## src/rtl/interval_timer_ctrl.sv

```systemverilog
// Programmable interval timer: prescaled up-counter sequenced through IDLE/RUN/DONE,
// with one-shot or auto-reload operation and single-cycle tick/err pulses.
module interval_timer_ctrl #(
    parameter int unsigned WIDTH      = 8,
    parameter int unsigned PRESCALE_W = 4
) (
    input  logic                  clk,
    input  logic                  reset,
    input  logic                  start,
    input  logic                  stop,
    input  logic                  mode_reload,
    input  logic [WIDTH-1:0]      period,
    input  logic [PRESCALE_W-1:0] prescale,
    output logic [WIDTH-1:0]      count,
    output logic                  busy,
    output logic                  done,
    output logic                  tick,
    output logic                  err,
    output logic [1:0]            state
);

    typedef enum logic [1:0] {
        ST_IDLE = 2'd0,
        ST_RUN  = 2'd1,
        ST_DONE = 2'd2
    } state_t;

    state_t                state_q, state_d;
    logic [WIDTH-1:0]      count_d;
    logic [PRESCALE_W-1:0] pre_q, pre_d;
    logic [WIDTH-1:0]      period_q, period_d;
    logic [PRESCALE_W-1:0] prescale_q, prescale_d;
    logic                  reload_q, reload_d;
    logic                  tick_d, err_d;

    // State and datapath registers; busy/done are registered from the next state.
    always_ff @(posedge clk) begin
        if (reset) begin
            state_q    <= ST_IDLE;
            count      <= '0;
            pre_q      <= '0;
            period_q   <= '0;
            prescale_q <= '0;
            reload_q   <= 1'b0;
            tick       <= 1'b0;
            err        <= 1'b0;
            busy       <= 1'b0;
            done       <= 1'b0;
        end else begin
            state_q    <= state_d;
            count      <= count_d;
            pre_q      <= pre_d;
            period_q   <= period_d;
            prescale_q <= prescale_d;
            reload_q   <= reload_d;
            tick       <= tick_d;
            err        <= err_d;
            busy       <= (state_d == ST_RUN);
            done       <= (state_d == ST_DONE);
        end
    end

    assign state = state_q;

    // Next-state and datapath: stop beats start, start only accepted outside RUN.
    always_comb begin
        state_d    = state_q;
        count_d    = count;
        pre_d      = pre_q;
        period_d   = period_q;
        prescale_d = prescale_q;
        reload_d   = reload_q;
        tick_d     = 1'b0;
        err_d      = 1'b0;

        if (stop) begin
            state_d = ST_IDLE;
            count_d = '0;
            pre_d   = '0;
        end else begin
            case (state_q)
                ST_RUN: begin
                    if (pre_q == prescale_q) begin
                        pre_d = '0;
                        if (count == period_q) begin
                            count_d = '0;
                            tick_d  = 1'b1;
                            if (!reload_q) begin
                                state_d = ST_DONE;
                            end
                        end else begin
                            count_d = count + WIDTH'(1);
                        end
                    end else begin
                        pre_d = pre_q + PRESCALE_W'(1);
                    end
                end
                default: begin
                    // IDLE, DONE and the unused encoding share the start handling;
                    // the unused encoding falls back to IDLE.
                    if (state_q != ST_DONE) begin
                        state_d = ST_IDLE;
                    end
                    if (start) begin
                        if (period != '0) begin
                            state_d    = ST_RUN;
                            count_d    = '0;
                            pre_d      = '0;
                            period_d   = period;
                            prescale_d = prescale;
                            reload_d   = mode_reload;
                        end else begin
                            err_d = 1'b1;
                        end
                    end
                end
            endcase
        end
    end

endmodule
```

## config.mk

```make
export PLATFORM = sky130hd
export DESIGN_NAME = interval_timer_ctrl
export DESIGN_NICKNAME = d
export VERILOG_FILES = /design/src/rtl/interval_timer_ctrl.sv
export SDC_FILE = /design/constraint.sdc
export NUM_CORES = 1
export LEC_CHECK = 0
export CELL_PAD_IN_SITES_DETAIL_PLACEMENT = 1
export CELL_PAD_IN_SITES_GLOBAL_PLACEMENT = 1
export CORE_ASPECT_RATIO = 0.9
export CORE_MARGIN = 3
export CORE_UTILIZATION = 39
export CTS_BUF_LIST = sky130_fd_sc_hd__clkbuf_2
export DETAILED_ROUTE_END_ITERATION = 10
export PLACE_DENSITY_LB_ADDON = 0.05
export SKIP_CTS_REPAIR_TIMING = 1
export SYNTH_ARGS = -nofsm -noshare
export SYNTH_HDL_FRONTEND = slang
export SYNTH_SLANG_ARGS = --single-unit
```

## constraint.sdc

```tcl
create_clock -name clk -period 1.85 [get_ports clk]
set_input_delay 0.37 -clock clk [delete_from_list [all_inputs] [get_ports clk]]
set_output_delay 0.37 -clock clk [all_outputs]
set_load 0.01 [all_outputs]
```

# == After elaboration in Yosys (flattened, before gate mapping) ==
# Cells that the tools add are included.
# word_totals
mem_bits_ro,0
mem_count,0
word_cells,51
latchBits,0
mem_bits_rw,0
regBits,31
# op_classes
muxes,19
multipliers,0
n_reduce_logical,9
n_lt_le_gt_ge,0
n_div,0
n_shift,0
addsub,2
n_bitwise,4
eq_ne,7
# ops
cell,n
two-way mux 8 bit,5
two-way mux 2 bit,8
two-way mux 4 bit,4
"adder 8 x 1 -> 8 bit, second input constant",1
equality test 8 bit,1
nonzero test 8 bit,1
OR reduction 4 bit,2
"adder 4 x 1 -> 4 bit, second input constant",1
"equality test 2 x 1 -> 1 bit, second input constant",2
equality test 4 bit,1
"!= test 2 bit, second input constant",2
NOT 1 bit,4
AND reduction 4 bit,1
nonzero test 2 bit,2
AND reduction 3 bit,1
"equality test 2 bit, second input constant",1
two-way mux 1 bit,2
AND reduction 2 bit,1
OR reduction 2 bit,1

# == Logic depth before layout (Yosys ltp) ==
# Gate-level depths: netlist of the first run.
# depth
depth_word,7
ltp_mapped,6
mapped_depth_nobuf,5

# == Least setup slack after synthesis of the first run ==
# No wires, ideal clock.
# synth_path
kind,reg-to-reg
from,register pre_q[1]
to,register count[4]
setup_ns,0.122
t_arrival_ns,1.561
setup_slack_ns,0.167
stages_incl_launch_ff,6
t_required_ns,1.728
path_cell_list,dfxtp_1 > xor2_1 > nor4_4 > nor2_2 > a21o_4 > a221o_1
# synth_between
elab_chain_len,3
# synth_rtl
element,line_no,rtl
"start, declared",30,"logic [PRESCALE_W-1:0] pre_q, pre_d;"
"start signal, assigned",52,pre_q <= pre_d;
equality test 4 bit,83,if (pre_q == prescale_q) begin
!= test 2 bit (no source line),-,
AND reduction 3 bit (no source line),-,
"end signal, assigned",51,count <= count_d;
"end, declared",14,"output logic [WIDTH-1:0] count,"
# No other way between the ends.
# A chain may end at the register's enable or synchronous reset.

# == Worst setup path in the final report of the first run ==
# layout_path
from,input period[4]
to,register count[7]
# layout_between
elab_chain_len,3
# layout_rtl
element,line_no,rtl
"start, declared",12,"input logic [WIDTH-1:0] period,"
nonzero test 8 bit,105,if (period != '0) begin
nonzero test 2 bit (no source line),-,
AND reduction 3 bit (no source line),-,
# No other way between the ends.

==> reports/summary.txt, run 1 <==
status = finished clean
Clock Skew = 0.0190 ns
critical setup path kind = primary input to flip-flop
category of the worst setup path capture point = flip-flop
worst reg2reg setup slack = 0.12 ns
leading cell types by count after synthesis = sky130_fd_sc_hd__dfxtp_1, sky130_fd_sc_hd__nor2_1, sky130_fd_sc_hd__mux2i_1
antenna violation net count after detailed routing = 0
CTS clock-pin slew for the worst setup and hold paths = 0.16 ns
maxcap violations = 0
Placed Cells = 232
number of pins with negative max-slew slack in the final report = 0
overall fraction of global-route tracks in use = 0.191
vias = 1,275
fin nets = 214
DP Area = 0.00189 mm2
number of buffers inserted during clock tree synthesis = 5
dominant cell by count in the synthesized netlist = sky130_fd_sc_hd__dfxtp_1
first-pass GRT wire length = 6470 um
r2r startpoint = pre_q[0]
clk buf depth = 2
final period demand of the worst path = 1.77 ns
crit-path max FO = 8
maximum number of pins on one net before global-route repair = 14
data arrival time of the critical path = 2.05 ns
HP Class = flip-flop to flip-flop
signed area change from the synthesized netlist to the final layout = 38.3%
post-route DRC violation count = 0
total congestion overflow after global routing = 0
Hold Crit Depth = 1
Top Ports = 31
overall die width = 69.4 um
total power divided by cell area = 635 mW/mm2
critical path data required time = 2.13 ns
launch point of the worst hold path = pre_q[3]
area of the mapped netlist = 0.00141 mm2
remaining max-slew budget at the tightest pin = 0.798
final hold vios = 0
final period utilization = 0.956
Peak supply drop = 0.325 mV
number of flops mapped to enable cells by yosys = 0
synth unique cells = 35
WL final = 3870 um
worst r2r dst = count[7]
iteration-0 DRC count of the detailed router = 49
post-detailed-route wirelength per cell = 16.1 um
sequential cell area fraction in the yosys report = 0.440
post-layout total power = 1.24 mW
share of synthesized flip-flops with an asynchronous set or reset = 0
floorplan die height = 63.1 um
final standard cell area without fillers = 0.00195 mm2
setup-violating endpoint count in the final report = 0
sequential cell area = 628 um2
root buffer cell = sky130_fd_sc_hd__clkbuf_2
antenna violations before repair = 0
proportion of netlist area held by the largest area contributor = 0.440
RSZ-0062 raised after global routing = no
most used flip-flop cell after synthesis = sky130_fd_sc_hd__dfxtp_1
count of standard-cell rows = 20
cell count after synthesis = 144
weighted congestion at the end of routability-driven global placement = 0.767
top cells by area in the synthesized netlist = sky130_fd_sc_hd__dfxtp_1, sky130_fd_sc_hd__mux2i_1, sky130_fd_sc_hd__nor2_1, sky130_fd_sc_hd__xnor2_1, sky130_fd_sc_hd__a221o_1
number of antenna repair diodes = 0
final std cells w/o fill = 240
kind of launch point of the worst setup path = primary input
number of cells on the worst reg-to-reg path = 6
total area of multi-input combinational cells = 796 um2
transition time at the pin with the least slew margin = 0.303 ns
via count of the first global-routing pass = 1,323
ratio of cells with drive above 1 in the final layout = 0.230
endpoint of the worst hold path = pre_q[3]
Core Box Area = 0.00343 mm2
Post-Route Hold Slack = 0.517 ns
filler instances = 395
Post-DP HPWL = 2960 um
average instance area after synthesis = 9.80 um2
cell type contributing the most total cell area after synthesis = sky130_fd_sc_hd__dfxtp_1
Buffers on Ports = 30
CTS tree = built
initial cell density of the core = 0.412
Syn. warnings = 0
standby leakage power = 0.786 nW
post-synthesis register bit count = 31
die footprint = 0.00438 mm2
routed vias/inst = 5.31
clock latency reported for the late side of the worst-skew pair = 0.38 ns
Peak Freq = 566 MHz
H-tree depth reported by CTS = 2
number of clock sinks seen by CTS = 31
iteration count of the initial detailed-routing pass = 4
Synth Net Count = 163
==> power breakdown <==
| group | internal (mW) | leakage (nW) | total [mW] | switching (mW) |
|---|---|---|---|---|
| registers | 0.686 | 0.255 | 0.701 | 0.0148 |
| clock network | 0.103 | 0.0330 | 0.337 | 0.234 |
| logic | 0.109 | 0.498 | 0.201 | 0.0922 |
| total | 0.898 | 0.786 | 1.24 | 0.341 |
==> metal layers <==
layer	track usage	routed length, um
met5	0	0
met4	0.0805	68
met3	0.0558	142
met2	0.329	1930
met1	0.219	1720
==> worst max-delay path: stages <==
cell                              delay [ns]
sky130_fd_sc_hd__clkdlybuf4s50_1        0.50
sky130_fd_sc_hd__nor4_2                 0.07
sky130_fd_sc_hd__buf_4                  0.13
sky130_fd_sc_hd__a21boi_1               0.20
sky130_fd_sc_hd__nor2_1                 0.14
sky130_fd_sc_hd__a21o_4                 0.27
sky130_fd_sc_hd__a221o_1                0.36
==> metrics by stage <==
step | setup TNS (ns) | setup WS [ns] | util
6_report | 0 | 0.0818 | 0.569
5_1_grt | 0 | 0.000342 | 0.569
4_1_cts | -0.104 | -0.0456 | 0.562
2_1_floorplan | 0 | 0.167 | -
3_3_place_gp | -8.88 | -0.450 | 0.551
3_5_place_dp | -9.93 | -0.453 | 0.551
==> cell families after synthesis <==
kind of cell,after synthesis,share of synthesized area
AO/OA/AOI/OAI,20,0.123
XOR/XNOR,12,0.0745
adder cells (fa/ha/maj),2,0.0177
buffers and inverters,2,0.00798
flip-flops,31,0.440
multiplexers,14,0.100
AND/OR/NAND/NOR,63,0.237
==> worst max-delay path by stage <==
stage | startpoint | end | slack (ns) | cells past startpoint
finish | period[4] | count[7] | 0.08 | 7
global route | count[0] | count[0] | 0.0003 | 1
CTS | period[1] | done | -0.05 | 5
detailed placement | period[3] | done | -0.45 | 6
global placement | period[3] | done | -0.45 | 6
floorplan | pre_q[1] | count[4] | 0.17 | 5
==> final cells by class <==
| class | count | area share |
|---|---|---|
| Tap cell | 44 | 0.0282 |
| Clock inverter | 1 | 0.00256 |
| Timing Repair Buffer | 46 | 0.222 |
| Clock buffer | 7 | 0.0179 |
| Multi-Input combinational cell | 111 | 0.408 |
| Sequential cell | 31 | 0.322 |
==> cell usage in the layout, fill, tap and decap left out, types with 2 or more instances in the layout <==
cell type / count
sky130_fd_sc_hd__xnor2_1: 8
sky130_fd_sc_hd__dfxtp_1: 25
sky130_fd_sc_hd__a31oi_1: 2
sky130_fd_sc_hd__or2_2: 3
sky130_fd_sc_hd__clkdlybuf4s50_1: 30
sky130_fd_sc_hd__nor4_2: 2
sky130_fd_sc_hd__nand4_1: 2
sky130_fd_sc_hd__ha_1: 2
sky130_fd_sc_hd__a221o_1: 6
sky130_fd_sc_hd__o31ai_1: 2
sky130_fd_sc_hd__and3_1: 5
sky130_fd_sc_hd__a21oi_1: 2
sky130_fd_sc_hd__nand3_1: 5
sky130_fd_sc_hd__dfxtp_2: 6
sky130_fd_sc_hd__nor3b_2: 2
sky130_fd_sc_hd__nor2b_1: 2
sky130_fd_sc_hd__mux2i_1: 13
sky130_fd_sc_hd__xor2_1: 4
sky130_fd_sc_hd__buf_4: 15
sky130_fd_sc_hd__nand2_1: 7
sky130_fd_sc_hd__a311oi_1: 2
sky130_fd_sc_hd__clkbuf_2: 7
sky130_fd_sc_hd__nor2_1: 28
==> registers in the layout (all words and copies together), names as in the netlist <==
name	flops
period_q	8
state	2
count	8
done	1
pre_q	4
reload_q	1
tick	1
prescale_q	4
err	1
busy	1
(Power assumes the default switching activity.)
==> run 2, diff against run 1 <==
--- a/config.mk
+++ b/config.mk
@@ -5,6 +5,7 @@
 export SDC_FILE = /design/constraint.sdc
 export NUM_CORES = 1
 export LEC_CHECK = 0
+export CAP_MARGIN = 20
 export CELL_PAD_IN_SITES_DETAIL_PLACEMENT = 1
 export CELL_PAD_IN_SITES_GLOBAL_PLACEMENT = 1
 export CORE_ASPECT_RATIO = 0.9
==> results of run 2 <==
Final layout, timing and power as in run 1 (identical DEF).
==> run 3, diff against run 2 <==
--- a/config.mk
+++ b/config.mk
@@ -9,7 +9,7 @@
 export CELL_PAD_IN_SITES_DETAIL_PLACEMENT = 1
 export CELL_PAD_IN_SITES_GLOBAL_PLACEMENT = 1
 export CORE_ASPECT_RATIO = 0.9
-export CORE_MARGIN = 3
+export CORE_MARGIN = 10
 export CORE_UTILIZATION = 39
 export CTS_BUF_LIST = sky130_fd_sc_hd__clkbuf_2
 export DETAILED_ROUTE_END_ITERATION = 10
==> run 3 against run 2 <==
Effect of this change:
- global-route usage decreased by 6.5 points
- hold slack better by 0.019 ns
- sequential share of layout area fell by 0.12 points
- combinational power about the same
- sequential cell count is the same
- clock skew increased by 0.0052 ns
- critical path type is now flip-flop to output port
- critical endpoint is now count[7]
- largest cell class unchanged
==> reports/summary.txt, run 3 (synthesis results as in run 1) <==
status = finished clean
critical setup path kind = flip-flop to output port
number of cells on the worst reg-to-reg path = 6
die footprint = 0.00643 mm2
kind of launch point of the worst setup path = flip-flop
category of the worst setup path capture point = output port
highest-count cells in the layout ignoring fill and taps = sky130_fd_sc_hd__clkdlybuf4s50_1, sky130_fd_sc_hd__nor2_1, sky130_fd_sc_hd__dfxtp_1
CTS tree = built
signed area change from the synthesized netlist to the final layout = 39.1%
final standard cell area without fillers = 0.00196 mm2
Clock Skew = 0.0242 ns
WL final = 4070 um
Bufs and invs on worst path = 1
final hold vios = 0
first-pass GRT wire length = 6600 um
crit-path max FO = 5
highest-delay cell along the critical path = sky130_fd_sc_hd__clkdlybuf4s50_1
cell-internal power = 0.886 mW
endpoint of the worst hold path = pre_q[3]
kind of cell adding the most delay to the critical path = buffers and inverters
Top Ports = 31
overall die width = 83.4 um
antenna violations before repair = 0
CTS clock-pin slew for the worst setup and hold paths = 0.17 ns
number of clock sinks seen by CTS = 31
iteration-0 DRC count of the detailed router = 27
total power divided by cell area = 624 mW/mm2
critical path data required time = 1.48 ns
count of standard-cell rows = 20
number of buffers inserted during clock tree synthesis = 5
RSZ-0062 raised after global routing = no
Gate power share = 0.165
switching portion of total power = 0.276
sequential cell area = 629 um2
data arrival time of the critical path = 1.39 ns
fin nets = 214
Peak Freq = 569 MHz
setup-violating endpoint count in the final report = 0
Psw = 0.338 mW
routed vias/inst = 5.33
maxcap violations = 0
setup TNS after final layout = 0 ns
total congestion overflow after global routing = 0
relative contribution of sequential cells to total power = 0.573
initial cell density of the core = 0.412
filler instances = 407
most common cell after layout, fill and taps aside = sky130_fd_sc_hd__clkdlybuf4s50_1
floorplan die height = 77.1 um
weighted congestion at the end of routability-driven global placement = 0.824
maximum number of pins on one net before global-route repair = 14
H-tree depth reported by CTS = 2
total area of multi-input combinational cells = 808 um2
post-route DRC violation count = 0
r2r startpoint = pre_q[0]
overall fraction of global-route tracks in use = 0.126
Hold Crit Depth = 1
Post-Route Hold Slack = 0.536 ns
slowest stage delay, CP = 0.57 ns
number of antenna repair diodes = 0
DP Area = 0.00189 mm2
Peak supply drop = 0.418 mV
final period utilization = 0.950
launch point of the worst hold path = pre_q[3]
ratio of cells with drive above 1 in the final layout = 0.230
antenna violation net count after detailed routing = 0
root buffer cell = sky130_fd_sc_hd__clkbuf_2
transition time at the pin with the least slew margin = 0.313 ns
worst r2r dst = count[4]
vias = 1,279
Post-DP HPWL = 3190 um
HP Class = flip-flop to flip-flop
iteration count of the initial detailed-routing pass = 4
clock latency reported for the late side of the worst-skew pair = 0.38 ns
clk buf depth = 2
crit path cell chain = clkdlybuf4s50_1
post-detailed-route wirelength per cell = 16.9 um
standby leakage power = 0.784 nW
Finished Core Util = 0.573
remaining max-slew budget at the tightest pin = 0.790
worst reg2reg setup slack = 0.17 ns
Core Box Area = 0.00343 mm2
number of pins with negative max-slew slack in the final report = 0
final period demand of the worst path = 1.76 ns
Buffers on Ports = 30
via count of the first global-routing pass = 1,355
Clock Power Share = 0.262
Largest regs = count: 8 flops, period_q: 8 flops
[run 3: cell types whose count changed in the layout (fill, tap and decap cells not counted)]
cell	delta
sky130_fd_sc_hd__clkbuf_2	-1
sky130_fd_sc_hd__clkinv_1	+2
sky130_fd_sc_hd__a21boi_1	-1
sky130_fd_sc_hd__nor4_2	-1
sky130_fd_sc_hd__clkinv_2	-1
sky130_fd_sc_hd__a21boi_2	+1
sky130_fd_sc_hd__nor4_4	+1
sky130_fd_sc_hd__dfxtp_1	-1
sky130_fd_sc_hd__dfxtp_2	+1
[run 3: layer usage]
layer | vias up | share of wire | GRT usage
met2 | 24 | 0.50 | 0.221
met5 | - | 0 | 0
li1 | 629 | - | -
met4 | 0 | 0.021 | 0.0368
met3 | 9 | 0.044 | 0.0496
met1 | 617 | 0.44 | 0.136
[run 3: how the worst max path moves through the flow]
stage                    end  slack, ns      start  cells past startpoint
floorplan           count[4]       0.17   pre_q[1]                      5
global placement        done      -0.39  period[1]                      5
detailed placement      done      -0.43  period[1]                      5
CTS                     done      -0.03  period[1]                      5
global route        count[7]      0.008   count[7]                      1
finish              count[7]       0.09   count[7]                      1
[run 3: power by group through the flow]
stage | registers, mW | clock network, mW | logic [mW]
2_1_floorplan | 0.712 | 0 | 0.0933
3_3_place_gp | 0.714 | 0 | 0.190
3_5_place_dp | 0.716 | 0 | 0.197
4_1_cts | 0.702 | 0.329 | 0.198
5_1_grt | 0.704 | 0.358 | 0.222
6_report | 0.701 | 0.321 | 0.202
[run 3: layout make-up]
| type | count | area share |
|---|---|---|
| Tap cell | 44 | 0.0280 |
| Clock buffer | 6 | 0.0153 |
| Clock inverter | 2 | 0.00382 |
| Sequential cell | 31 | 0.321 |
| Timing Repair Buffer | 46 | 0.221 |
| Multi-Input combinational cell | 111 | 0.412 |
[run 3: stage by stage]
step                      std cells  worst slack (ns)  power (mW)
after floorplan                 144             0.167       0.806
after global placement          232            -0.392       0.904
after detailed placement        232            -0.429       0.912
after CTS                       240           -0.0343        1.23
after global routing            240           0.00827        1.28
final                           240            0.0916        1.22
